[src/rtl/mc_ctrl_pkg.sv]
// mc_ctrl_pkg: shared definitions for the multi-cycle MIPS control unit.
//   - FSM state encodings (state_t), IF is encoded as zero
//   - opcode / Func constants for the supported instruction subset
//   - ALUC operation codes, ALUSrcB and PCSrc mux select constants
//   - instruction class produced by the decoder
package mc_ctrl_pkg;

    typedef enum logic [3:0] {
        S_IF     = 4'd0,
        S_ID     = 4'd1,
        S_EX_R   = 4'd2,
        S_WB_R   = 4'd3,
        S_EX_I   = 4'd4,
        S_WB_I   = 4'd5,
        S_EX_MEM = 4'd6,
        S_MEM_RD = 4'd7,
        S_WB_LD  = 4'd8,
        S_MEM_WR = 4'd9,
        S_BR     = 4'd10,
        S_JMP    = 4'd11
    } state_t;

    localparam logic [5:0] OP_R    = 6'b000000;
    localparam logic [5:0] OP_J    = 6'b000010;
    localparam logic [5:0] OP_BEQ  = 6'b000100;
    localparam logic [5:0] OP_BNE  = 6'b000101;
    localparam logic [5:0] OP_ADDI = 6'b001000;
    localparam logic [5:0] OP_ANDI = 6'b001100;
    localparam logic [5:0] OP_ORI  = 6'b001101;
    localparam logic [5:0] OP_LUI  = 6'b001111;
    localparam logic [5:0] OP_LW   = 6'b100011;
    localparam logic [5:0] OP_SW   = 6'b101011;

    localparam logic [5:0] FN_ADD  = 6'b100000;
    localparam logic [5:0] FN_SUB  = 6'b100010;
    localparam logic [5:0] FN_AND  = 6'b100100;
    localparam logic [5:0] FN_OR   = 6'b100101;
    localparam logic [5:0] FN_SLT  = 6'b101010;

    typedef enum logic [2:0] {
        ALU_ADD = 3'b000,
        ALU_SUB = 3'b001,
        ALU_AND = 3'b010,
        ALU_OR  = 3'b011,
        ALU_SLT = 3'b100,
        ALU_LUI = 3'b101
    } aluc_t;

    localparam logic [1:0] SRCB_REGB    = 2'b00;
    localparam logic [1:0] SRCB_FOUR    = 2'b01;
    localparam logic [1:0] SRCB_IMM     = 2'b10;
    localparam logic [1:0] SRCB_IMM_SH2 = 2'b11;

    localparam logic [1:0] PCSRC_ALU    = 2'b00;
    localparam logic [1:0] PCSRC_ALUOUT = 2'b01;
    localparam logic [1:0] PCSRC_JUMP   = 2'b10;

    typedef enum logic [2:0] {
        CL_R,
        CL_IMM,
        CL_MEM,
        CL_BR,
        CL_JMP,
        CL_ILL
    } iclass_t;

endpackage

[src/rtl/mc_ctrl_decode.sv]
// mc_ctrl_decode: combinational instruction decoder.
//   op     in  : IR[31:26]
//   func   in  : IR[5:0]
//   iclass out : instruction class steering the FSM out of ID
//   se     out : extender select for the I-type execute step (1 = sign)
//   aluc   out : ALU operation for the execute step
//   legal  out : 1 when op/func is a supported instruction
module mc_ctrl_decode
    import mc_ctrl_pkg::*;
(
    input  logic [5:0] op,
    input  logic [5:0] func,
    output iclass_t    iclass,
    output logic       se,
    output aluc_t      aluc,
    output logic       legal
);

    always_comb begin
        iclass = CL_ILL;
        se     = 1'b0;
        aluc   = ALU_ADD;
        legal  = 1'b0;
        case (op)
            OP_R: begin
                case (func)
                    FN_ADD:  begin aluc = ALU_ADD; legal = 1'b1; end
                    FN_SUB:  begin aluc = ALU_SUB; legal = 1'b1; end
                    FN_AND:  begin aluc = ALU_AND; legal = 1'b1; end
                    FN_OR:   begin aluc = ALU_OR;  legal = 1'b1; end
                    FN_SLT:  begin aluc = ALU_SLT; legal = 1'b1; end
                    default: ;
                endcase
                if (legal) iclass = CL_R;
            end
            OP_ADDI: begin iclass = CL_IMM; se = 1'b1; aluc = ALU_ADD; legal = 1'b1; end
            OP_ANDI: begin iclass = CL_IMM; aluc = ALU_AND; legal = 1'b1; end
            OP_ORI:  begin iclass = CL_IMM; aluc = ALU_OR;  legal = 1'b1; end
            OP_LUI:  begin iclass = CL_IMM; aluc = ALU_LUI; legal = 1'b1; end
            OP_LW, OP_SW: begin
                iclass = CL_MEM; se = 1'b1; aluc = ALU_ADD; legal = 1'b1;
            end
            OP_BEQ, OP_BNE: begin
                iclass = CL_BR; aluc = ALU_SUB; legal = 1'b1;
            end
            OP_J:    begin iclass = CL_JMP; legal = 1'b1; end
            default: ;
        endcase
    end

endmodule

[src/rtl/mc_control_unit.sv]
// mc_control_unit: multi-cycle MIPS control FSM.
//   Clk, Reset (async, active-high), Op, Func, Z, MemReady in
//   PCWr, IRWr, IorD, MemWr, RegWr, RegDst, MemToReg, Se, ALUSrcA,
//   ALUSrcB[1:0], ALUC[2:0], PCSrc[1:0], Illegal, State[ST_W-1:0] out
// Optional macro MC_CTRL_MEMWAIT_EN: IF, MEM_RD and MEM_WR wait for MemReady.
// Outputs are decoded from State (plus Op/Func/Z) and forced to 0 in reset.
module mc_control_unit
    import mc_ctrl_pkg::*;
#(
    parameter int unsigned ST_W = 4
) (
    input  logic            Clk,
    input  logic            Reset,
    input  logic [5:0]      Op,
    input  logic [5:0]      Func,
    input  logic            Z,
    input  logic            MemReady,
    output logic            PCWr,
    output logic            IRWr,
    output logic            IorD,
    output logic            MemWr,
    output logic            RegWr,
    output logic            RegDst,
    output logic            MemToReg,
    output logic            Se,
    output logic            ALUSrcA,
    output logic [1:0]      ALUSrcB,
    output logic [2:0]      ALUC,
    output logic [1:0]      PCSrc,
    output logic            Illegal,
    output logic [ST_W-1:0] State
);

    state_t  state, state_next;
    iclass_t dec_iclass;
    logic    dec_se, dec_legal;
    aluc_t   dec_aluc;

    mc_ctrl_decode u_decode (
        .op     (Op),
        .func   (Func),
        .iclass (dec_iclass),
        .se     (dec_se),
        .aluc   (dec_aluc),
        .legal  (dec_legal)
    );

`ifndef MC_CTRL_MEMWAIT_EN
    logic unused_mem_ready;
    assign unused_mem_ready = MemReady;
`endif

    always_ff @(posedge Clk or posedge Reset) begin
        if (Reset) state <= S_IF;
        else       state <= state_next;
    end

    assign State = ST_W'(state);

    always_comb begin
        state_next = S_IF;
        PCWr       = 1'b0;
        IRWr       = 1'b0;
        IorD       = 1'b0;
        MemWr      = 1'b0;
        RegWr      = 1'b0;
        RegDst     = 1'b0;
        MemToReg   = 1'b0;
        Se         = 1'b0;
        ALUSrcA    = 1'b0;
        ALUSrcB    = SRCB_REGB;
        ALUC       = ALU_ADD;
        PCSrc      = PCSRC_ALU;
        Illegal    = 1'b0;
        if (!Reset) begin
            case (state)
                S_IF: begin
                    ALUSrcB = SRCB_FOUR;
`ifdef MC_CTRL_MEMWAIT_EN
                    PCWr       = MemReady;
                    IRWr       = MemReady;
                    state_next = MemReady ? S_ID : S_IF;
`else
                    PCWr       = 1'b1;
                    IRWr       = 1'b1;
                    state_next = S_ID;
`endif
                end
                S_ID: begin
                    ALUSrcB = SRCB_IMM_SH2;
                    Se      = 1'b1;
                    case (dec_iclass)
                        CL_R:    state_next = S_EX_R;
                        CL_IMM:  state_next = S_EX_I;
                        CL_MEM:  state_next = S_EX_MEM;
                        CL_BR:   state_next = S_BR;
                        CL_JMP:  state_next = S_JMP;
                        default: begin
                            state_next = S_IF;
                            Illegal    = 1'b1;
                        end
                    endcase
                end
                S_EX_R: begin
                    ALUSrcA    = 1'b1;
                    ALUC       = dec_aluc;
                    state_next = S_WB_R;
                end
                S_WB_R: begin
                    RegDst = 1'b1;
                    RegWr  = 1'b1;
                end
                S_EX_I: begin
                    ALUSrcA    = 1'b1;
                    ALUSrcB    = SRCB_IMM;
                    Se         = dec_se;
                    ALUC       = dec_aluc;
                    state_next = S_WB_I;
                end
                S_WB_I: RegWr = 1'b1;
                S_EX_MEM: begin
                    ALUSrcA    = 1'b1;
                    ALUSrcB    = SRCB_IMM;
                    Se         = 1'b1;
                    state_next = (Op == OP_LW) ? S_MEM_RD : S_MEM_WR;
                end
                S_MEM_RD: begin
                    IorD = 1'b1;
`ifdef MC_CTRL_MEMWAIT_EN
                    state_next = MemReady ? S_WB_LD : S_MEM_RD;
`else
                    state_next = S_WB_LD;
`endif
                end
                S_WB_LD: begin
                    MemToReg = 1'b1;
                    RegWr    = 1'b1;
                end
                S_MEM_WR: begin
                    IorD  = 1'b1;
                    MemWr = 1'b1;
`ifdef MC_CTRL_MEMWAIT_EN
                    state_next = MemReady ? S_IF : S_MEM_WR;
`endif
                end
                S_BR: begin
                    ALUSrcA = 1'b1;
                    ALUC    = ALU_SUB;
                    PCSrc   = PCSRC_ALUOUT;
                    PCWr    = (Op == OP_BNE) ? ~Z : Z;
                end
                S_JMP: begin
                    PCSrc = PCSRC_JUMP;
                    PCWr  = 1'b1;
                end
                default: state_next = S_IF;
            endcase
        end
    end

endmodule

[config.mk]
export PLATFORM = sky130hd
export DESIGN_NAME = mc_control_unit
export DESIGN_NICKNAME = d
export VERILOG_FILES = /design/src/rtl/mc_ctrl_pkg.sv /design/src/rtl/mc_ctrl_decode.sv /design/src/rtl/mc_control_unit.sv
export SDC_FILE = /design/constraint.sdc
export NUM_CORES = 1
export LEC_CHECK = 0
export CAP_MARGIN = 20
export CELL_PAD_IN_SITES_DETAIL_PLACEMENT = 1
export CELL_PAD_IN_SITES_GLOBAL_PLACEMENT = 1
export CORE_ASPECT_RATIO = 1.2
export CORE_MARGIN = 8
export CORE_UTILIZATION = 30
export DETAILED_ROUTE_END_ITERATION = 8
export MAX_ROUTING_LAYER = met4
export PLACE_DENSITY_LB_ADDON = 0.1
export SLEW_MARGIN = 20
export SYNTH_ARGS = -nofsm -noshare
export SYNTH_HDL_FRONTEND = slang
export SYNTH_SLANG_ARGS = --single-unit
[constraint.sdc]
create_clock -name Clk -period 3.59 [get_ports Clk]
set_clock_uncertainty 0.15 [all_clocks]
set_input_delay 0.718 -clock Clk [delete_from_list [all_inputs] [get_ports Clk]]
set_output_delay 0.718 -clock Clk [all_outputs]
set_load 0.05 [all_outputs]
* Word level (Yosys, flattened, before mapping)
Index checks and enable logic that the tools add are counted.
** Operators by class
- Multiplexer cells :: 39
- Equality and inequality tests :: 29
- Reductions and logical operators :: 16
- Bitwise gates (word level) :: 1
** Operator list (count)
- $eq A6 B6 Y1 const B :: 7
- $pmux W3 S5 :: 2
- $eq A6 B4 Y1 const B :: 4
- $pmux W4 S6 :: 1
- $mux W1 :: 23
- $pmux W4 S5 :: 1
- $eq A4 B3 Y1 const B :: 4
- $eq A4 B4 Y1 const B :: 4
- $reduce_or A2 Y1 :: 7
- $eq A6 B3 Y1 const B :: 2
- $pmux W3 S4 :: 1
- $reduce_or A5 Y1 :: 2
- $eq A4 B2 Y1 const B :: 2
- $mux W4 :: 2
- $reduce_or A4 Y1 :: 2
- $eq A3 B2 Y1 const B :: 2
- $eq A6 B2 Y1 const B :: 1
- $logic_not A6 Y1 :: 1
- $mux W3 :: 2
- $pmux W2 S3 :: 1
- $pmux W3 S2 :: 1
- $reduce_or A3 Y1 :: 2
- $eq A4 B1 Y1 const B :: 1
- $logic_not A4 Y1 :: 1
- 7 further kinds :: 9
** Storage, ports and cells
- Register bits after elaboration :: 4
- Input bits :: 16

* Longest topological paths before layout
Gate-level depths: netlist (run 1).
- Depth after elaboration :: 11
- Mapped depth :: 6
- Depth with buffers taken out :: 5

* By module
From an unflattened synthesis (run 1), not the netlist that was laid out.
** Second synthesis, totals
- Cell total of the unflattened synthesis :: 120
- Area, all modules :: 837.1 um^2
** By module, submodules not included
- mc_control_unit :: times used 1, area an instance 546.8 um^2, cells each 77
- mc_ctrl_decode :: times used 1, area an instance 290.3 um^2, cells each 43

* Least setup slack after synthesis (run 1)
No wires, ideal clock.
- Path kind :: reg-to-output
- Start :: register state[1], in the netlist State[1]
- End :: output ALUSrcA
- Stages on the path, launching flop included :: 4
- Arrival :: 3530 ps
- Buffers on the path :: 1
- Path slack :: -808 ps
- Cell sequence :: dfrtp_1 -> clkbuf_1 -> nor2_1 -> a2111oi_0
** On the way
- Word-level cells in the longest chain between the ends :: 4
** RTL lines
- start, declared :: RTL line mc_control_unit.sv:34 : state_t state, state_next;
- start signal, assigned :: RTL line mc_control_unit.sv:55 : else state <= state_next;
- $eq A4 B3 Y1, or another cell as far along :: RTL line mc_control_unit.sv:76 : case (state)
- $reduce_or A4 Y1 (no line) (*)
- $mux W1 (*) :: RTL line mc_control_unit.sv:76
- $mux W1 (*) :: RTL line mc_control_unit.sv:75 : if (!Reset) begin
- end, declared :: RTL line mc_control_unit.sv:26 : output logic ALUSrcA,
Every way passes the cells marked *; elsewhere a longest branch is shown, timed or not.

* Worst setup path after layout (run 1)
- Start :: input Op[5]
- End :: output Se
** On the way
- Word-level cells in the longest chain between the ends :: 5
** RTL lines
- start, declared :: RTL line mc_control_unit.sv:14 : input logic [5:0] Op,
- $eq A6 B6 Y1 or $eq A6 B4 Y1 (tied branches)
- $reduce_or A3 Y1 (no line) (*)
- $mux W1 (*) :: RTL line mc_ctrl_decode.sv:24 : case (op)
- $pmux W1 S2 (*) :: RTL line mc_control_unit.sv:76
- $mux W1 (*) :: RTL line mc_control_unit.sv:75
- end, declared :: RTL line mc_control_unit.sv:25 : output logic Se,
Marks and branches as above.

==> impl_metrics.csv, run 1 <==
group,metric,value,unit
drt,wl_per_cell,16.3,um
critical_path,cp-end-kind,"output port",
critical_path,critPathMaxFanout,6,
placement,detailed_place_hpwl,2640,um
logic_synthesis,yosysSeqAreaShare,0.123,
final_layout,register_area,100,sq um
sta,hold_viol_final,0,
logic_synthesis,synthDominantCellAreaShare,0.123,
drt,viasPerCell,5.51,
cts,postCtsHoldBufs,0,
logic_synthesis,yosys-top-cells-count,"nor2_1 (17), a21oi_1 (9), nand2_1 (9)",
final_layout,syn_to_final_growth,65.3,%
logic_synthesis,ys_top_cells_by_area,"dfrtp_1 (12%), nor2_1 (7.8%), a21oi_1 (5.5%)",
logic_synthesis,synth.cell_area,816,sq um
power,ir_drop,0.0803,mV
drt,via_count,1074,
die,coreArea,0.00255,sq mm
sta,timing.final.crit_share,0.935,
drt,routed_wl,3180,um
logic_synthesis,synth_most_common_cell,"nor2_1",
critical_path,rr_worst_depth,4,
final_layout,diodes,0,
global_route,grt_max_degree,17,
global_route,grt_pass1_wl,5470,um
logic_synthesis,synth.distinct_cells,48,
cts,numCtsBuffers,3,
placement,gp_congestion,0.844,
die,die_area,0.00465,sq mm
critical_path,cp_slowest_cell,"clkdlybuf4s50_1",
logic_synthesis,synth_ff_type,"dfrtp_1",
cts,clk_pin_slew,0.04,ns
critical_path,cp-start-kind,"input pin",
logic_synthesis,synth_cells,125,
sta,min_period,3.36,ns
worst_hold_path,hp-class,"reg -> reg",
die,die_w,63.6,um
drt,drtAntennaViolNets,0,
sta,final_max_slew_viol_count,0,
drt,drc,0,
cts,worstSkewPairLatency,0.22,ns
cts,ctsResizeCount,0,
critical_path,cp_slowest_stage_delay,0.53,ns
die,placementRows,20,
outcome,status,"finished clean",
final_layout,final_nets,180,
die,start_util,0.320,
final_layout,fillers,340,
drt,drtPass1Iterations,4,
die,die_y,73.1,um
sta,worst_pin_slew,0.503,ns
critical_path,crit_chain,"clkdlybuf4s50_1, nor4b_1, a31oi_1, nor3_1, o21bai_1, a211oi_1, buf_12",
global_route,gr-total-overflow,0,
global_route,antenna_found_initial,0,
logic_synthesis,syn-num-nets,141,
cts,cts_setup_buffers,0,
critical_path,arrival,2.49,ns
logic_synthesis,netlist.top_cell.by_area,"dfrtp_1",
cts,clock-sinks,4,
run,maxCapViolCount,0,
logic_synthesis,ys_warn_count,0,
critical_path,critPathRequiredTime,2.72,ns
final_layout,largest_reg_flops,4,
sta,setup_violations,0,
cts,cts-root-buf,"clkbuf_4",
logic_synthesis,ys_seq_elements,4,
die,ioPinCount,37,
global_route,grtUsageTotal,0.139,
global_route,grt_pass1_vias,1165,
critical_path,worstSetupPathType,"in -> out",
logic_synthesis,syn_area_per_cell,6.53,sq um
drt,drt_first_iter_violations,22,
sta,fmax,298,MHz
sta,slew_headroom,0.663,
logic_synthesis,synth-edff-count,0,
cts,cts_tree,"yes",
power,leakage,0.525,nW
final_layout,multi_input_area,654,sq um
cts,cts.path.max_buffers,2,
cts,ctsHtreeMaxLevel,1,
placement,portBuffers,35,
final_layout,drive_gt1_frac,0.210,
logic_synthesis,async_flop_share,1.00,
sta,rsz0062_at_grt,"no",
power,power_density,182,mW/mm^2
sta,final.setup.tns,0,ns
worst_hold_path,worstHoldPathCells,2,
final_layout,final_util,0.528,
==> worst paths after layout <==
path / start / slack, ns / end
hold / removal: State[2]$_DFF_PP0_ / 0.66 / State[2]$_DFF_PP0_
hold reg to reg: State[2]$_DFF_PP0_ / 0.66 / State[2]$_DFF_PP0_
setup reg to reg: State[0]$_DFF_PP0_ / 1.57 / State[2]$_DFF_PP0_
setup / recovery: Op[5] / 0.23 / Se
min in group asynchronous: Reset / 0.75 / State[0]$_DFF_PP0_
max in group asynchronous: Reset / 2.35 / State[2]$_DFF_PP0_
==> cells in the final DEF (no fill, tap or decap), types with 4 or more instances in the layout <==
cell type,Yosys,final
clkdlybuf4s50_1,0,19
nor2_1,17,17
buf_4,1,14
buf_12,0,11
a21oi_1,9,9
nand2_1,9,9
nand2b_1,7,7
nor2b_1,6,6
nor3_1,6,6
o21ai_0,5,5
nand3_1,5,5
dfrtp_1,4,4
inv_1,4,4
a211oi_1,4,4
==> report_power, final <==
part	switching (mW)	total, mW	leakage (nW)	internal [mW]
combinational	0.0792	0.140	0.457	0.0612
sequential	0.00589	0.0530	0.0542	0.0471
clock	0.0154	0.0526	0.0138	0.0372
total	0.101	0.246	0.525	0.145
==> worst max-delay path, delay by kind of cell <==
| kind | cells | cell delay (ns) |
|---|---|---|
| buf+inv | 2 | 0.72 |
| simple gates | 2 | 0.48 |
| compound gates | 3 | 0.56 |
==> metrics by stage <==
| stage | std cells | power (mW) | hold WS (ns) | cell area (sq um) | worst slack (ns) |
|---|---|---|---|---|---|
| 6_report | 195 | 0.246 | 0.664 | 1350 | 0.232 |
| 5_1_grt | 195 | 0.262 | 0.735 | 1350 | 0.119 |
| 4_1_cts | 195 | 0.248 | 0.644 | 1350 | 0.215 |
| 3_5_place_dp | 192 | 0.195 | 0.649 | 1330 | 0.231 |
| 3_3_place_gp | 192 | 0.191 | 0.637 | 1330 | 0.287 |
| 2_1_floorplan | 125 | 0.133 | 0.527 | 822 | 0.0317 |
==> layout make-up <==
type,count,share of cell area
Multi-Input combinational cell,107,0.485
Timing Repair Buffer,44,0.382
Sequential cell,4,0.0742
Tap cell,33,0.0306
Clock buffer,3,0.0167
Inverter,4,0.0111
==> cells by family after synthesis <==
kind of cell / after synthesis / synth area share
simple gates: 66 / 0.436
compound gates: 39 / 0.337
buf+inv: 14 / 0.0828
flops: 4 / 0.123
xor+xnor: 2 / 0.0215
==> layer usage <==
metal  GRT usage  routed length (um)  vias to the layer above  share of wire
met1       0.154                1360                      508           0.43
li1            -                   -                      542              -
met2       0.270                1730                       22           0.55
met3      0.0138                  71                        2          0.022
met4      0.0149                  14                        0         0.0044
met5           -                   0                        -              0
Power figures use the tool's default switching activity.
==> inputs of run 2 (changes only) <==
Settings changed: SLEW_MARGIN 20 to not set.
==> results of run 2 <==
The final DEF is identical to that of run 1; final timing and power are the same.
